==> src/rtl/mac512_pkg.sv <==
// Shared constants and types for the 512-bit MAC result unloader.
package mac512_pkg;

  localparam int MAC_PROD_W    = 512;
  localparam int MAC_WORD_W    = 32;
  localparam int MAC_NUM_WORDS = MAC_PROD_W / MAC_WORD_W;
  localparam int MAC_IDX_W     = 5;

  typedef logic [MAC_IDX_W-1:0] idx_t;

  // CKSUM is always declared so the encoding does not depend on the build.
  typedef enum logic [1:0] {
    IDLE  = 2'd0,
    SEND  = 2'd1,
    CKSUM = 2'd2
  } state_t;

endpackage

==> src/rtl/mac512_result_unloader_if.sv <==
// Product-capture and word-stream signals of the MAC result unloader.
interface mac512_result_unloader_if #(
  parameter int PROD_W = mac512_pkg::MAC_PROD_W,
  parameter int WORD_W = mac512_pkg::MAC_WORD_W
);
  // Handshakes: a product is captured on a cycle with prod_vld & prod_rdy, and a word
  // moves on a cycle with m_valid & m_ready; m_data/m_idx/m_last hold while stalled.
  logic [PROD_W-1:0]      prod_in;
  logic                   prod_vld;
  logic                   prod_rdy;
  logic [WORD_W-1:0]      m_data;
  logic                   m_valid;
  logic                   m_ready;
  logic                   m_last;
  mac512_pkg::idx_t       m_idx;
  logic                   ovf_err;
  logic                   clr_err;

  // master: the unloader (drives the word stream); slave: MAC plus downstream sink.
  modport master (
    input  prod_in, prod_vld, m_ready, clr_err,
    output prod_rdy, m_data, m_valid, m_last, m_idx, ovf_err
  );

  modport slave (
    output prod_in, prod_vld, m_ready, clr_err,
    input  prod_rdy, m_data, m_valid, m_last, m_idx, ovf_err
  );

endinterface

==> src/rtl/mac512_result_unloader.sv <==
// Captures a 512-bit MAC product and streams it out LSW first as 32-bit words.
// Define MAC_UNLOAD_CKSUM_EN to append an XOR checksum word after the data words.
module mac512_result_unloader
  import mac512_pkg::*;
#(
  parameter int PROD_W = MAC_PROD_W,
  parameter int WORD_W = MAC_WORD_W
) (
  input  logic                        clk,
  input  logic                        rst,
  mac512_result_unloader_if.master    bus,
  output state_t                      dbg_state
);

  localparam int   NUM_WORDS = PROD_W / WORD_W;
  localparam int   SEL_W     = $clog2(NUM_WORDS);
  localparam idx_t LAST_IDX  = idx_t'(NUM_WORDS - 1);
`ifndef MAC_UNLOAD_CKSUM_EN
  localparam idx_t PENULT_IDX = idx_t'(NUM_WORDS - 2);
`endif

  state_t              state_q, state_d;
  logic [PROD_W-1:0]   hold_q, hold_d;
  idx_t                idx_q, idx_d;
  logic                valid_q, valid_d;
  logic                last_q, last_d;
  logic                ovf_q, ovf_d;
`ifdef MAC_UNLOAD_CKSUM_EN
  logic [WORD_W-1:0]   cksum_q, cksum_d;
`endif

  logic                xfer;
  logic                ovf_set;
  logic [WORD_W-1:0]   cur_word;
  logic [WORD_W-1:0]   out_word;

  assign xfer     = valid_q & bus.m_ready;
  assign ovf_set  = bus.prod_vld & (state_q != IDLE);
  assign cur_word = hold_q[idx_q[SEL_W-1:0]*WORD_W +: WORD_W];

`ifdef MAC_UNLOAD_CKSUM_EN
  assign out_word = (state_q == CKSUM) ? cksum_q : cur_word;
`else
  assign out_word = cur_word;
`endif

  always_comb begin
    state_d = state_q;
    hold_d  = hold_q;
    idx_d   = idx_q;
    valid_d = valid_q;
    last_d  = last_q;
`ifdef MAC_UNLOAD_CKSUM_EN
    cksum_d = cksum_q;
`endif
    // A new overflow outranks a simultaneous clear.
    ovf_d   = (ovf_q & ~bus.clr_err) | ovf_set;

    case (state_q)
      IDLE: begin
        if (bus.prod_vld) begin
          state_d = SEND;
          hold_d  = bus.prod_in;
          idx_d   = '0;
          valid_d = 1'b1;
          last_d  = 1'b0;
`ifdef MAC_UNLOAD_CKSUM_EN
          cksum_d = '0;
`endif
        end
      end
      SEND: begin
        if (xfer) begin
`ifdef MAC_UNLOAD_CKSUM_EN
          cksum_d = cksum_q ^ cur_word;
`endif
          if (idx_q == LAST_IDX) begin
`ifdef MAC_UNLOAD_CKSUM_EN
            state_d = CKSUM;
            idx_d   = idx_q + idx_t'(1);
            last_d  = 1'b1;
`else
            state_d = IDLE;
            idx_d   = '0;
            valid_d = 1'b0;
            last_d  = 1'b0;
`endif
          end else begin
            idx_d = idx_q + idx_t'(1);
`ifdef MAC_UNLOAD_CKSUM_EN
            last_d = 1'b0;
`else
            last_d = (idx_q == PENULT_IDX);
`endif
          end
        end
      end
      CKSUM: begin
        if (xfer) begin
          state_d = IDLE;
          idx_d   = '0;
          valid_d = 1'b0;
          last_d  = 1'b0;
        end
      end
      default: begin
        state_d = IDLE;
        idx_d   = '0;
        valid_d = 1'b0;
        last_d  = 1'b0;
      end
    endcase
  end

  always_ff @(posedge clk or posedge rst) begin
    if (rst) begin
      state_q <= IDLE;
      hold_q  <= '0;
      idx_q   <= '0;
      valid_q <= 1'b0;
      last_q  <= 1'b0;
      ovf_q   <= 1'b0;
`ifdef MAC_UNLOAD_CKSUM_EN
      cksum_q <= '0;
`endif
    end else begin
      state_q <= state_d;
      hold_q  <= hold_d;
      idx_q   <= idx_d;
      valid_q <= valid_d;
      last_q  <= last_d;
      ovf_q   <= ovf_d;
`ifdef MAC_UNLOAD_CKSUM_EN
      cksum_q <= cksum_d;
`endif
    end
  end

  assign bus.prod_rdy = (state_q == IDLE);
  assign bus.m_valid  = valid_q;
  assign bus.m_data   = valid_q ? out_word : '0;
  assign bus.m_idx    = idx_q;
  assign bus.m_last   = last_q;
  assign bus.ovf_err  = ovf_q;
  assign dbg_state    = state_q;

endmodule
==> src/flat_wrapper.sv <==
// flat-port wrapper written by rule: the top's interface ports become plain ports
module mac512_result_unloader_flat import mac512_pkg::*;
#(
  parameter int PROD_W = MAC_PROD_W,
  parameter int WORD_W = MAC_WORD_W
)
  (clk, rst, dbg_state, bus_prod_in, bus_prod_vld, bus_m_ready, bus_clr_err, bus_prod_rdy, bus_m_data, bus_m_valid, bus_m_last, bus_m_idx, bus_ovf_err);
  mac512_result_unloader_if #(.PROD_W(PROD_W), .WORD_W(WORD_W)) bus_i ();
  input  logic clk;
  input  logic rst;
  output state_t dbg_state;
  input wire logic [$bits(bus_i.prod_in)-1:0] bus_prod_in;
  input wire logic [$bits(bus_i.prod_vld)-1:0] bus_prod_vld;
  input wire logic [$bits(bus_i.m_ready)-1:0] bus_m_ready;
  input wire logic [$bits(bus_i.clr_err)-1:0] bus_clr_err;
  output wire logic [$bits(bus_i.prod_rdy)-1:0] bus_prod_rdy;
  output wire logic [$bits(bus_i.m_data)-1:0] bus_m_data;
  output wire logic [$bits(bus_i.m_valid)-1:0] bus_m_valid;
  output wire logic [$bits(bus_i.m_last)-1:0] bus_m_last;
  output wire logic [$bits(bus_i.m_idx)-1:0] bus_m_idx;
  output wire logic [$bits(bus_i.ovf_err)-1:0] bus_ovf_err;
  assign bus_i.prod_in = bus_prod_in;
  assign bus_i.prod_vld = bus_prod_vld;
  assign bus_i.m_ready = bus_m_ready;
  assign bus_i.clr_err = bus_clr_err;
  assign bus_prod_rdy = bus_i.prod_rdy;
  assign bus_m_data = bus_i.m_data;
  assign bus_m_valid = bus_i.m_valid;
  assign bus_m_last = bus_i.m_last;
  assign bus_m_idx = bus_i.m_idx;
  assign bus_ovf_err = bus_i.ovf_err;
  mac512_result_unloader #(.PROD_W(PROD_W), .WORD_W(WORD_W)) u_core (.clk(clk), .rst(rst), .bus(bus_i), .dbg_state(dbg_state));
endmodule
==> config.mk <==
export PLATFORM = sky130hd
export DESIGN_NAME = mac512_result_unloader_flat
export DESIGN_NICKNAME = d
export VERILOG_FILES = /design/src/rtl/mac512_pkg.sv /design/src/rtl/mac512_result_unloader_if.sv /design/src/rtl/mac512_result_unloader.sv /design/src/flat_wrapper.sv
export SDC_FILE = /design/constraint.sdc
export NUM_CORES = 1
export LEC_CHECK = 0
export ABC_CLOCK_PERIOD_IN_PS = 36100
export CORE_MARGIN = 8
export CORE_UTILIZATION = 54
export DETAILED_ROUTE_END_ITERATION = 8
export PLACE_DENSITY_LB_ADDON = 0.05
export SLEW_MARGIN = 25
export SYNTH_ARGS = -nofsm -noshare
export SYNTH_HDL_FRONTEND = slang
export SYNTH_SLANG_ARGS = --single-unit
==> constraint.sdc <==
create_clock -name clk -period 36.1 [get_ports clk]
set_input_delay 5.415 -clock clk [delete_from_list [all_inputs] [get_ports clk]]
set_output_delay 5.415 -clock clk [all_outputs]
set_load 0.1 [all_outputs]
* Yosys cells after proc, flatten, opt, wreduce, memory -nomap -nowiden
Index checks and enable logic that the tools add are counted.
** Cells by class
- Eq/ne operators :: 8
- Shift-type cells :: 1
- Multiplexer cells :: 20
- Bitwise gates (word level) :: 5
- Add/sub/neg operators :: 1
- Reductions and logical operators :: 5
** Operator list (number)
- $shiftx 512x10->32 :: 1
- $mux 32 :: 1
- $mux 5 :: 4
- $pmux 5 s3 :: 1
- $eq 5x4->1 const B :: 2
- $mux 2 :: 4
- $mux 1 :: 7
- $ne 2x1->1 const B :: 3
- $pmux 1 s3 :: 2
- $pmux 2 s3 :: 1
- $add 5x1->5 const B :: 1
- $reduce_and 4->1 :: 1
- $and 1x1->1 :: 3
- $reduce_and 3->1 :: 1
- $eq 2x1->1 const B :: 1
- $eq 2x2->1 const B :: 1
- $logic_not 2->1 :: 1
- $ne 2x2->1 const B :: 1
- $reduce_and 2->1 :: 1
- $reduce_bool 2->1 :: 1
- $not 1->1 :: 1
- $or 1x1->1 :: 1
** Word-level totals
- Flip-flop bits (word level) :: 522
- Output and inout bits :: 43
- Input bits :: 517
- Logic and storage cells :: 46

* Longest topological paths before layout
- Depth in word-level cells :: 4
- Depth in mapped cells :: 7
- Depth with buffers taken out :: 5

* Least setup slack after synthesis
Ideal clock, no wire load.
- Path kind :: flip-flop to output port
- Start point :: reg u_core.idx_q[1] (netlist: u_core.bus.m_idx[1])
- End point :: out bus_m_data[21]
- Path buffers :: 3
- Data required time :: 30685 ps
- Cell stages (with the launch flop) :: 7
- Data arrival time :: 4075 ps
- Slack :: 26610 ps
- Cell sequence :: dfrtp_1 > buf_6 > buf_6 > nand2b_1 > buf_2 > o22ai_1 > o31ai_1
** Between the ends
- Longest elaborated chain between the ends :: 2
** RTL lines
- from (decl) :: RTL line mac512_result_unloader.sv:24 : idx_t idx_q, idx_d;
- from (signal assigned) :: RTL line mac512_result_unloader.sv:129 : idx_q <= idx_d;
- $shiftx 512x10->32 :: RTL line mac512_result_unloader.sv:39 : assign cur_word = hold_q[idx_q[SEL_W-1:0]*WORD_W +: WORD_W];
- $mux 32 :: RTL line mac512_result_unloader.sv:141 : assign bus.m_data = valid_q ? out_word : '0;
- to (decl) :: RTL line flat_wrapper.sv:17 : output wire logic [$bits(bus_i.m_data)-1:0] bus_m_data;
Every way passes these cells.

* Worst setup path in the final report
- Start point :: reg u_core.idx_q[1] (netlist: u_core.bus.m_idx[1])
- End point :: out bus_m_data[10]
The elaborated chain is that of the path after synthesis.

==> metrics.txt <==
status=completed; Max Cap Viol=0; port bufs=558; Synth Warn #=0; CP startpoint kind=flip-flop; Longest Clk Path Bufs=3; post-layout net count=2552; Sequential Power Share=0.346; Reg2Reg Setup Slack=about 32 ns; die area=50600 µm²; PD cells=roughly 98 nW/µm²; setup TNS=0 ns; Multi-input gate area=approximately 10000 µm²; total power=a little over 3 mW; Worst Skew=around 0.013 ns; Reg area=approximately 13000 µm²; CTS Root Cell=clkbuf_16; EDFF count, synth=0; hold buffers post-CTS=0; Pleak=12.7 nW; post-synthesis register bit count=520; Num Clock Sinks=520; register clock-pin slew on the reported worst setup and hold paths=0.06 ns; Detail Route Antenna Nets=0; vias in the first global route=16800; pre-CTS setup slack=26.68 ns; post-route minimum period=9.95 ns; Power Internal=roughly 1.9 mW; routability congestion estimate=0.867; Core Footprint=roughly 43000 µm²; kind of critical path=flip-flop to output port; Switching Fraction=0.383; Setup Buffers After CTS=0; hold crit path type=flip-flop to flip-flop; synth-to-layout area growth=33.0%; die width=225 µm; Synth area leader=dfrtp_1; first-pass GRT wire length=106000 µm; WL per Instance=roughly 27 µm; initial core utilization=0.547; syn avg cell area=15.6 µm²; pins over their slew limit=0; top area cells in the synthesized netlist=dfrtp_1 55%, mux2_2 31%, mux4_2 4.9%; Post-Layout Cell Count=2687; DR vias=about 15000; worst hold slack=0.500 ns; Clk pwr share=0.197; grt ovf=0; Worst EP required=30.68 ns; largest net degree at the start of global routing=between 150 and 200; worst-margin pin slew=1.10 ns; initial antenna violation count=46; endpoint class of the critical path=output port; Vias/cell=5.73; Mapped Nets=2031; reg2reg path depth=5; post-DP HPWL=51700 µm; Row Count=76; Most used DFF post-synth=dfrtp_1; NetSw=1.17 mW; Synth Cell Area=23600 µm²; top-area cell type share of the netlist area=0.552; GRT Overall Usage=0.279; CP max FO=44; Peak supply drop=approximately 64 µV; total CTS buffers=54; CP arrival=4.54 ns; Max Freq=100 MHz; Endpoint, Worst Hold=u_core.hold_q[397]$_DFFE_PP0P_; final WL=72100 µm; H-Tree Level Count=2; Fill cells=2968; Crit path largest cell delay=1.06 ns; crit share post-route=0.276; TritonCTS clock tree=yes; synth cell count leaders=640 x mux2_2, 520 x dfrtp_1, 66 x o22ai_1; CP Cell Sequence=buf_4 > mux4_1 > a22oi_1 > o31ai_1 > clkdlybuf4s50_1; Initial DRT Pass Iterations=5; # setup viols final=0; post-cts sizing count=0; placed cell count=between 2000 and 3000; DRC errors left=0; ys async rst share=1.00; combinational fraction of design power=0.458; register area share after synthesis=0.552; endpoints failing hold=0; later-pin clock latency in the skew report=0.59 ns; DIE HEIGHT=around 220 µm; worst reg2reg startpoint=u_core.dbg_state[0]$_DFFE_PP0P_; layout cells sized above 1=0.391; Slowest-stage cell, CP=clkdlybuf4s50_1; hold depth=1; RSZ-0062 raised after global routing=false; top-count cell post-synth=mux2_2; worst hold start=u_core.hold_q[397]$_DFFE_PP0P_; Slew HR=0.265; RR Endpoint=u_core.hold_q[426]$_DFFE_PP0P_; initial drt markers=1111; synth unique cells=33; worst setup margin=26.15 ns; post-synthesis cell count=between 1500 and 2000; Boundary Pins=between 500 and 600
-- cell usage in the layout, fill, tap and decap left out, types with 3 or more instances in the layout --
cell / count
clkdlybuf4s50_1: 554
o31ai_1: 33
clkbuf_16: 55
mux4_1: 12
clkbuf_8: 13
buf_6: 5
dfrtp_4: 3
o21ai_0: 3
clkinv_2: 11
nand2_1: 11
buf_2: 3
diode_2: 27
bufinv_16: 9
a22oi_1: 31
buf_12: 3
o22ai_1: 66
clkbuf_1: 9
a31oi_1: 3
inv_1: 4
buf_4: 12
mux2_2: 640
mux4_2: 51
dfrtp_1: 517
-- flip-flops by register name (all words and copies together), names as in the netlist --
register / cells
u_core.hold_q: 512
u_core.bus.m_idx: 5
u_core.bus.ovf_err: 1
u_core.dbg_state: 1
u_core.bus.m_last: 1
-- per-layer routing --
layer  wire (µm)  up-vias  track usage
met3        5200      174       0.0811
met2       34300      493        0.437
li1            -     6730            -
met5         252        -            0
met1       29400     7952        0.361
met4        2850       40        0.123
-- critical path, delay by kind of cell, from the launching register on --
family                 cells  cell delay (ns)
AO/OA/AOI/OAI              2             0.59
multiplexers               1             0.65
buffers and inverters      2             1.69
flip-flops                 1             0.97
-- power groups by stage --
stage,Clock [mW],Sequential (mW),Combinational [mW]
floorplan,0,1.00,1.10
global placement,0,1.06,1.35
detailed placement,0,1.08,1.38
CTS,0.612,1.07,1.39
global route,0.636,1.10,1.47
finish,0.602,1.06,1.40
-- layout make-up --
type                       instances  share of cell area
sequential                       520               0.415
multi-input combinational        874               0.313
timing repair buffer             578               0.184
clock buffer                      77              0.0506
tap                              585              0.0233
clock inverter                    21              0.0106
antenna                           27             0.00215
inverter                           5            0.000997
-- stage by stage --
| step | area, µm² | util |
|---|---|---|
| after detailed placement | 29300 | 0.681 |
| after global placement | 29300 | 0.681 |
| after CTS | 31300 | 0.726 |
| after global routing | 31400 | 0.728 |
| after floorplan | 23600 | - |
| final | 31400 | 0.728 |
-- how the worst max path moves through the flow --
stage                                          startpoint                               to
after CTS                 u_core.bus.m_idx[1]$_DFFE_PP0P_                   bus_m_data[10]
final                     u_core.bus.m_idx[1]$_DFFE_PP0P_                   bus_m_data[10]
after global routing      u_core.bus.m_idx[1]$_DFFE_PP0P_                   bus_m_data[10]
after global placement                       bus_prod_vld   u_core.hold_q[264]$_DFFE_PP0P_
after floorplan                                       rst  u_core.bus.m_idx[0]$_DFFE_PP0P_
after detailed placement  u_core.bus.m_idx[1]$_DFFE_PP0P_                   bus_m_data[10]
-- logic make-up (layout without fill, tap and decap cells) --
kind of cell               count (synthesis)  count (layout)  share of synthesized area
muxes                                    705             705                      0.369
DFF                                      520             520                      0.552
AOI/OAI and AO/OA                        141             141                     0.0408
buffers and inverters                    118             681                     0.0322
and+or+nand+nor                           24              24                    0.00509
adders and majority gates                  2               2                    0.00106
other                                      1              28                   0.000159
xor gates and xnor gates                   1               1                   0.000371
Note: power is estimated with default switching activity, not from simulation.
